**src/rtl/seq_detect_prog.sv**
```systemverilog
// -----------------------------------------------------------------------------
// seq_detect_prog
//
// Runtime-programmable Moore serial pattern detector for framing and sync-word
// hunting on serial receive paths. The pattern length is selectable up to PAT_W
// bits, and the detector can run in overlapping or non-overlapping mode. Out of
// reset it is an overlapping "1010" detector.
//
// Ports:
//   clk          clock; all logic is rising-edge
//   rst          synchronous reset, active-high; dominates every other input
//   in_valid     in_bit is sampled this cycle
//   in_bit       serial data bit
//   cfg_load     load cfg_* this cycle; the bit presented this cycle is dropped
//   cfg_pattern  pattern; the first-received bit is cfg_pattern[cfg_len-1]
//   cfg_len      pattern length, valid range 1..PAT_W
//   cfg_overlap  1 = overlapping matches, 0 = restart the search after a match
//   clr_count    synchronous clear of match_count; wins over a coincident hit
//   det          high for exactly one clock per match (state MATCH)
//   match_count  saturating count of matches
//   cfg_err      high while the loaded configuration is invalid (state UNCFG)
// -----------------------------------------------------------------------------
module seq_detect_prog #(
    parameter int                 PAT_W   = 8,
    parameter int                 LEN_W   = 4,
    parameter int                 CNT_W   = 8,
    parameter logic [PAT_W-1:0]   DEF_PAT = PAT_W'(8'b0000_1010),
    parameter logic [LEN_W-1:0]   DEF_LEN = LEN_W'(4),
    parameter logic               DEF_OVL = 1'b1
) (
    input  logic             clk,
    input  logic             rst,
    input  logic             in_valid,
    input  logic             in_bit,
    input  logic             cfg_load,
    input  logic [PAT_W-1:0] cfg_pattern,
    input  logic [LEN_W-1:0] cfg_len,
    input  logic             cfg_overlap,
    input  logic             clr_count,
    output logic             det,
    output logic [CNT_W-1:0] match_count,
    output logic             cfg_err
);

    typedef enum logic [1:0] {
        ST_UNCFG = 2'd0,
        ST_HUNT  = 2'd1,
        ST_MATCH = 2'd2
    } state_t;

    state_t             state_q, state_d;
    logic [PAT_W-1:0]   pat_q,   pat_d;
    logic [LEN_W-1:0]   len_q,   len_d;
    logic               ovl_q,   ovl_d;
    logic [PAT_W-1:0]   hist_q,  hist_d;
    logic [LEN_W-1:0]   fill_q,  fill_d;
    logic [CNT_W-1:0]   cnt_q,   cnt_d;

    logic [PAT_W-1:0]   hist_shift;
    logic [LEN_W-1:0]   fill_inc;
    logic [PAT_W-1:0]   len_mask;
    logic               cfg_ok;
    logic               hit_cmp;
    logic               hit;

    // Candidate history/fill if the current bit were accepted. fill saturates
    // at PAT_W, which fits in LEN_W bits because 2**LEN_W > PAT_W.
    always_comb begin
        hist_shift = {hist_q[PAT_W-2:0], in_bit};
        fill_inc   = (fill_q == LEN_W'(PAT_W)) ? fill_q : fill_q + LEN_W'(1);
        for (int i = 0; i < PAT_W; i++) begin
            len_mask[i] = (i < int'(len_q));
        end
        // Only the low len bits of history and pattern take part in the match.
        hit_cmp = (fill_inc >= len_q) && (((hist_shift ^ pat_q) & len_mask) == '0);
        cfg_ok  = (cfg_len != '0) && (int'(cfg_len) <= PAT_W);
    end

    always_comb begin
        state_d = state_q;
        pat_d   = pat_q;
        len_d   = len_q;
        ovl_d   = ovl_q;
        hist_d  = hist_q;
        fill_d  = fill_q;
        cnt_d   = cnt_q;
        hit     = 1'b0;

        if (cfg_load) begin
            // New configuration restarts the search; the bit of this cycle is dropped.
            pat_d   = cfg_pattern;
            len_d   = cfg_len;
            ovl_d   = cfg_overlap;
            hist_d  = '0;
            fill_d  = '0;
            state_d = cfg_ok ? ST_HUNT : ST_UNCFG;
        end else if (state_q != ST_UNCFG) begin
            if (in_valid) begin
                hit     = hit_cmp;
                hist_d  = hist_shift;
                fill_d  = (hit_cmp && !ovl_q) ? '0 : fill_inc;
                state_d = hit_cmp ? ST_MATCH : ST_HUNT;
            end else begin
                // MATCH lasts one clock even when no bit arrives.
                state_d = ST_HUNT;
            end
        end

        if (clr_count) begin
            cnt_d = '0;
        end else if (hit && (cnt_q != '1)) begin
            cnt_d = cnt_q + CNT_W'(1);
        end
    end

    always_ff @(posedge clk) begin
        if (rst) begin
            state_q <= ST_HUNT;
            pat_q   <= DEF_PAT;
            len_q   <= DEF_LEN;
            ovl_q   <= DEF_OVL;
            hist_q  <= '0;
            fill_q  <= '0;
            cnt_q   <= '0;
        end else begin
            state_q <= state_d;
            pat_q   <= pat_d;
            len_q   <= len_d;
            ovl_q   <= ovl_d;
            hist_q  <= hist_d;
            fill_q  <= fill_d;
            cnt_q   <= cnt_d;
        end
    end

    assign det         = (state_q == ST_MATCH);
    assign cfg_err     = (state_q == ST_UNCFG);
    assign match_count = cnt_q;

endmodule

```
**config.mk**
```make
export PLATFORM = sky130hd
export DESIGN_NAME = seq_detect_prog
export DESIGN_NICKNAME = d
export VERILOG_FILES = /design/src/rtl/seq_detect_prog.sv
export SDC_FILE = /design/constraint.sdc
export NUM_CORES = 1
export LEC_CHECK = 0
export CORE_MARGIN = 5
export CORE_UTILIZATION = 49
export CTS_BUF_LIST = sky130_fd_sc_hd__clkbuf_2
export DETAILED_ROUTE_END_ITERATION = 8
export GPL_ROUTABILITY_DRIVEN = 0
export PLACE_DENSITY = 0.84
export SYNTH_ARGS = -nofsm -noshare
export SYNTH_HDL_FRONTEND = slang
export SYNTH_SLANG_ARGS = --single-unit
export TNS_END_PERCENT = 50
```
**constraint.sdc**
```tcl
create_clock -name clk -period 2.4 [get_ports clk]
set_input_delay 0.48 -clock clk [delete_from_list [all_inputs] [get_ports clk]]
set_output_delay 0.48 -clock clk [all_outputs]
set_load 0.05 [all_outputs]
```
### Word level (Yosys, flattened, before mapping)

Cells that the tools add are included.

* register bits: 34
* output and inout port bits: 10
* word-level logic and storage cells: 47

* add/sub/neg operators: 2
* order comparisons: 10
* eq/ne operators: 3
* mux-type cells: 10
* bitwise gates (word level): 2
* reduce and logical (&&, ||, !) cells: 13

Operators by type and width (number)
* < comparator 3 x 4 -> 1 bit (first input constant): 4
* adder 8 x 1 -> 8 bit (second input constant): 1
* bitwise AND 8 bit: 1
* logical NOT 8 bit: 1
* < comparator 1 x 4 -> 1 bit (first input constant): 2
* < comparator 2 x 4 -> 1 bit (first input constant): 2
* 2-to-1 mux 2 bit: 4
* 2-to-1 mux 4 bit: 2
* != test 8 bit (second input constant): 1
* bitwise XOR 8 bit: 1
* adder 4 x 1 -> 4 bit (second input constant): 1
* == test 4 bit (second input constant): 1
* greater-or-equal comparator 4 bit: 1
* <= comparator 4 bit (second input constant): 1
* logical AND 1 bit: 4
* 2-to-1 mux 1 bit: 4
* nonzero test 2 bit: 2
* nonzero test 4 bit: 1
* OR reduction 2 bit: 2
* == test 2 bit (second input constant): 1
* logical NOT 2 bit: 1
* AND reduction 2 bit: 1
* logical NOT 1 bit: 1

### Logic depth before layout (Yosys ltp)

* word-level depth: 8
* mapped depth: 13
* depth with buffers taken out: 12

### Worst setup path before layout

Ideal clock, no wire load.

* path type: flip-flop to flip-flop
* from: register fill_q[0]
* to: register cnt_q[2] (netlist: match_count[2])
* setup time: 0.146 ns
* data arrival time: 2.251 ns
* setup slack: 0.003 ns
* cell stages (with the launch flop): 14
* buffers on the path: 1
* period minus slack after synthesis: 2.397 ns
* cells stage by stage: dfxtp_1 -> inv_1 -> ha_1 -> nand2_1 -> nor2_1 -> nor2_1 -> ha_1 -> o21a_1 -> o22ai_1 -> a221oi_2 -> nand4_1 -> buf_2 -> o311ai_0 -> o41ai_1

* word-level cells in the longest chain between the ends: 8

Ends and longest elaborated chain
* from (decl): RTL line 56 `logic [LEN_W-1:0] fill_q, fill_d;`
* from (signal assigned): RTL line 131 `fill_q <= fill_d;`
* adder 4 x 1 -> 4 bit / == test 4 bit (equally long branches): RTL line 70 `fill_inc = (fill_q == LEN_W'(PAT_W)) ? fill_q : fill_q + LEN_W'(1);`
* 2-to-1 mux 4 bit (*): RTL line 70
* greater-or-equal comparator 4 bit (*): RTL line 75 `hit_cmp = (fill_inc >= len_q) && (((hist_shift ^ pat_q) & len_mask) == '0);`
* logical AND 1 bit (*): RTL line 75
* 2-to-1 mux 1 bit (*): RTL line 98 `if (in_valid) begin`
* 2-to-1 mux 1 bit (*): RTL line 97 `end else if (state_q != ST_UNCFG) begin`
* 2-to-1 mux 1 bit (*): RTL line 89 `if (cfg_load) begin`
* logical AND 1 bit (*): RTL line 111 `end else if (hit && (cnt_q != '1)) begin`
* to (signal assigned): RTL line 132 `cnt_q <= cnt_d;`
* to (decl): RTL line 57 `logic [CNT_W-1:0] cnt_q, cnt_d;`

Every way passes the cells marked *; elsewhere a longest branch is shown, timed or not.
A chain may end at the register's enable or synchronous reset.

### Worst setup path in the final report

* from: register fill_q[0]
* to: register cnt_q[6] (netlist: match_count[6])

Same word-level chain as after synthesis.

==> metrics.md <==
| Metric | Value |
|---|---|
| Synth Area per Inst | `8.54 µm²` |
| VDD IR max | `0.382 mV` |
| Fin nets | `271` |
| Period Utilization, post-route | `103%` |
| Pre-CTS WS | `-149 ps` |
| Worst r2r src | `fill_q[0]$_SDFFE_PP0P_` |
| Mapped Area | `0.00169 mm²` |
| Slew Limit Fails | `0` |
| Grt ovf | `0` |
| Synth Area in Simple Gates | `21.1%` |
| Synth Area in Compound Gates | `16.1%` |
| Synth Warn # | `0` |
| Core Box Area | `0.00334 mm²` |
| IO buf count | `28` |
| Final Hold Fails | `0` |
| Worst EP arrival | `2770 ps` |
| Mux share of post-synthesis cell area | `7.10%` |
| Largest net degree at the start of global routing | `16` |
| Max Buffers Root-to-Sink | `2` |
| Clk slew on worst S/H paths | `190 ps` |
| Post-synth ARST share | `0%` |
| DP HPWL | `2950 µm` |
| Vias per inst | `5.43` |
| Final design utilization | `68.5%` |
| Later-pin clock latency in the skew report | `390 ps` |
| Die height | `68.8 µm` |
| Worst slew margin | `66.4%` |
| Setup Viol. Count Final | `6` |
| Combinational power share | `16.4%` |
| Clock share of power | `26.4%` |
| I/O pin count | `29` |
| Post-Synthesis Cells | `198` |
| Predominant post-synthesis flop cell | `dfxtp_1` |
| Total Routed Length | `4040 µm` |
| Sequential share of power | `57.2%` |
| Synth area leaders | `dfxtp_1 (40%), mux2i_1 (7.1%), nand2_1 (6.4%)` |
| Setup slack, reg-to-reg | `-70 ps` |
| CP Launch Type | `register` |
| EDFF count, synth | `0` |
| CP Capture Type | `register` |
| WHS Endpoint | `hist_q[2]$_SDFFE_PP0P_` |
| Hold Slack | `503 ps` |
| Worst r2r dst | `match_count[6]$_SDFFE_PP0P_` |
| Worst-margin pin slew | `502 ps` |
| Ant diodes | `0` |
| Row cnt | `21` |
| Critical path type | `register to register` |
| Net Switching | `0.305 mW` |
| Synthesized Nets | `224` |
| Leak | `0.871 nW` |
| Number of global-route vias before repair | `1,549` |
| CTS Buf Count | `5` |
| Synth area leader | `dfxtp_1` |
| Initial antenna violation count | `0` |
| Drt drc | `0` |
| Worst Path Required | `2700 ps` |
| Cts hold-fix bufs | `0` |
| Count of cell types in the netlist | `37` |
| Fin cells | `292` |
| Clk sinks | `34` |
| XOR/XNOR Fraction of Synth Area | `6.73%` |
| Layout cells sized above 1 | `19.5%` |
| Clk_skew | `14.5 ps` |
| RSZ-0062 raised after global routing | `true` |
| CTS tree | `done` |
| Top achievable clock speed | `405 MHz` |
| WL per Instance | `13.8 µm` |
| Max Fanout on Critical Path | `5` |
| Hold WC Path Type | `register to register` |
| Post-layout min period | `2470 ps` |
| Max-Cap Viols | `0` |
| Fraction of power spent switching nets | `29.3%` |
| Pre-Repair DR Iteration Count | `4` |
| Worst hold stages | `2` |
| Tot GR Track Use | `19.8%` |
| Reg2Reg Depth | `12` |
| Top post-synthesis cells by count | `dfxtp_1 (34), nand2_1 (29), nor2_1 (17)` |
| Failing checks | `negative setup slack` |
| Root Driver | `clkbuf_2` |
| Area grow syn2layout | `35.1%` |
| Starting Density | `50.7%` |
| Total power | `1.04 mW` |
| Count leader, synth | `dfxtp_1` |
| H-tree Lvls | `2` |
| Min setup slack post-route | `-66.4 ps` |
| Post-DRT Antenna Nets | `0` |
| Global-route wire length before repair | `6860 µm` |
| Int Pwr | `0.736 mW` |
| Total number of vias | `1,586` |
| Share of Yosys cell area claimed by the top area cell type | `40.2%` |
| Synth Area in Adders | `5.18%` |
| Post-synthesis register bit count | `34` |
| DP Cell Count | `279` |
| Hold Startpoint | `hist_q[1]$_SDFFE_PP0P_` |
| DRT iter0 DRCs | `89` |
| Largest family of logic cells by synthesized area | `simple AND/OR/NAND/NOR gates` |
| Die width | `68.8 µm` |
| Sequential area share after synthesis | `40.2%` |
| Status | `finished, violations left` |
| Die ar. | `0.00473 mm²` |
| Pwr Density | `456 mW/mm²` |
## power groups by stage
| stage | Sequential, mW | Clock [mW] | Combinational (mW) |
|---|---|---|---|
| after floorplan | 0.606 | 0 | 0.0888 |
| after global placement | 0.607 | 0 | 0.155 |
| after detailed placement | 0.607 | 0 | 0.157 |
| after CTS | 0.596 | 0.279 | 0.166 |
| after global routing | 0.599 | 0.315 | 0.187 |
| final | 0.596 | 0.275 | 0.170 |
## cell usage in the layout, fill, tap and decap left out, types with 3 or more instances in the layout
cell              n
buf_4            16
nand2_1          28
xor2_1            5
buf_6             4
ha_1              5
o211ai_1          4
nor2_1           15
o21ai_1           3
mux2i_1          12
clkdlybuf4s50_1  28
dfxtp_2           3
a21oi_1          16
clkbuf_2          5
xnor2_1           6
nand3_1           7
nor3_1            7
inv_1             6
or4_1             3
nand4_1           3
dfxtp_1          31
## per-layer routing
metal	GRT usage (%)	up-vias	share of wire, %
li1	-	794	-
met4	8.76	0	1.8
met3	6.48	6	5.2
met1	21.9	743	43
met5	0	-	0
met2	34.3	43	50
## logic make-up (layout without fill, tap and decap cells)
group | count (synthesis) | count (layout)
AO/OA/AOI/OAI | 40 | 40
XOR/XNOR | 13 | 13
adder cells (fa/ha/maj) | 7 | 7
buffers and inverters | 16 | 64
flip-flops | 34 | 34
multiplexers | 12 | 12
AND/OR/NAND/NOR | 76 | 76
## repair_timing
item                                    in CTS  in global routing
gates cloned                                 0                  0
resized for setup                           20                  7
pin swaps                                   10                  7
endpoints found under the setup margin       8                  8
setup buffers                                3                  2
## sequential cells by signal, summed over array words and instances (netlist names)
name,count
state_q,2
fill_q,4
hist_q,7
ovl_q,1
len_q,4
match_count,8
pat_q,8
## stage by stage
step	TNS (ps)	cell area (µm²)
2_1_floorplan	0	1690
3_3_place_gp	-8.72	2110
3_5_place_dp	-732	2110
4_1_cts	-215	2250
5_1_grt	-1240	2280
6_report	-234	2280
## critical path, stage by stage, from the launching register on
cell and delay (ps):
dfxtp_2 370, buf_6 120, ha_4 160, xnor2_2 140, nor2_2 60, ha_1 270
o21a_1 120, o22ai_2 70, a221oi_2 240, nand4_1 210, buf_4 210, o41a_1 300
o21a_1 100
## worst max path at each step
stage / from / to / depth (start not counted)
5_1_grt: fill_q[0]$_SDFFE_PP0P_ / match_count[6]$_SDFFE_PP0P_ / 12
4_1_cts: fill_q[1]$_SDFFE_PP0P_ / match_count[1]$_SDFFE_PP0P_ / 13
6_report: fill_q[0]$_SDFFE_PP0P_ / match_count[6]$_SDFFE_PP0P_ / 12
3_5_place_dp: fill_q[0]$_SDFFE_PP0P_ / match_count[2]$_SDFFE_PP0P_ / 13
3_3_place_gp: fill_q[0]$_SDFFE_PP0P_ / match_count[6]$_SDFFE_PP0P_ / 13
2_1_floorplan: fill_q[0]$_SDFFE_PP0P_ / match_count[2]$_SDFFE_PP0P_ / 13
## layout make-up
cell class | instances | area (µm²)
Sequential cell | 34 | 684
Fill cell | 262 | 1050
Multi-Input combinational cell | 148 | 1030
Clock inverter | 3 | 16.3
Tap cell | 46 | 57.6
Inverter | 8 | 30.0
Clock buffer | 5 | 25.0
Timing Repair Buffer | 48 | 445
Note: power is estimated with default switching activity, not from simulation.
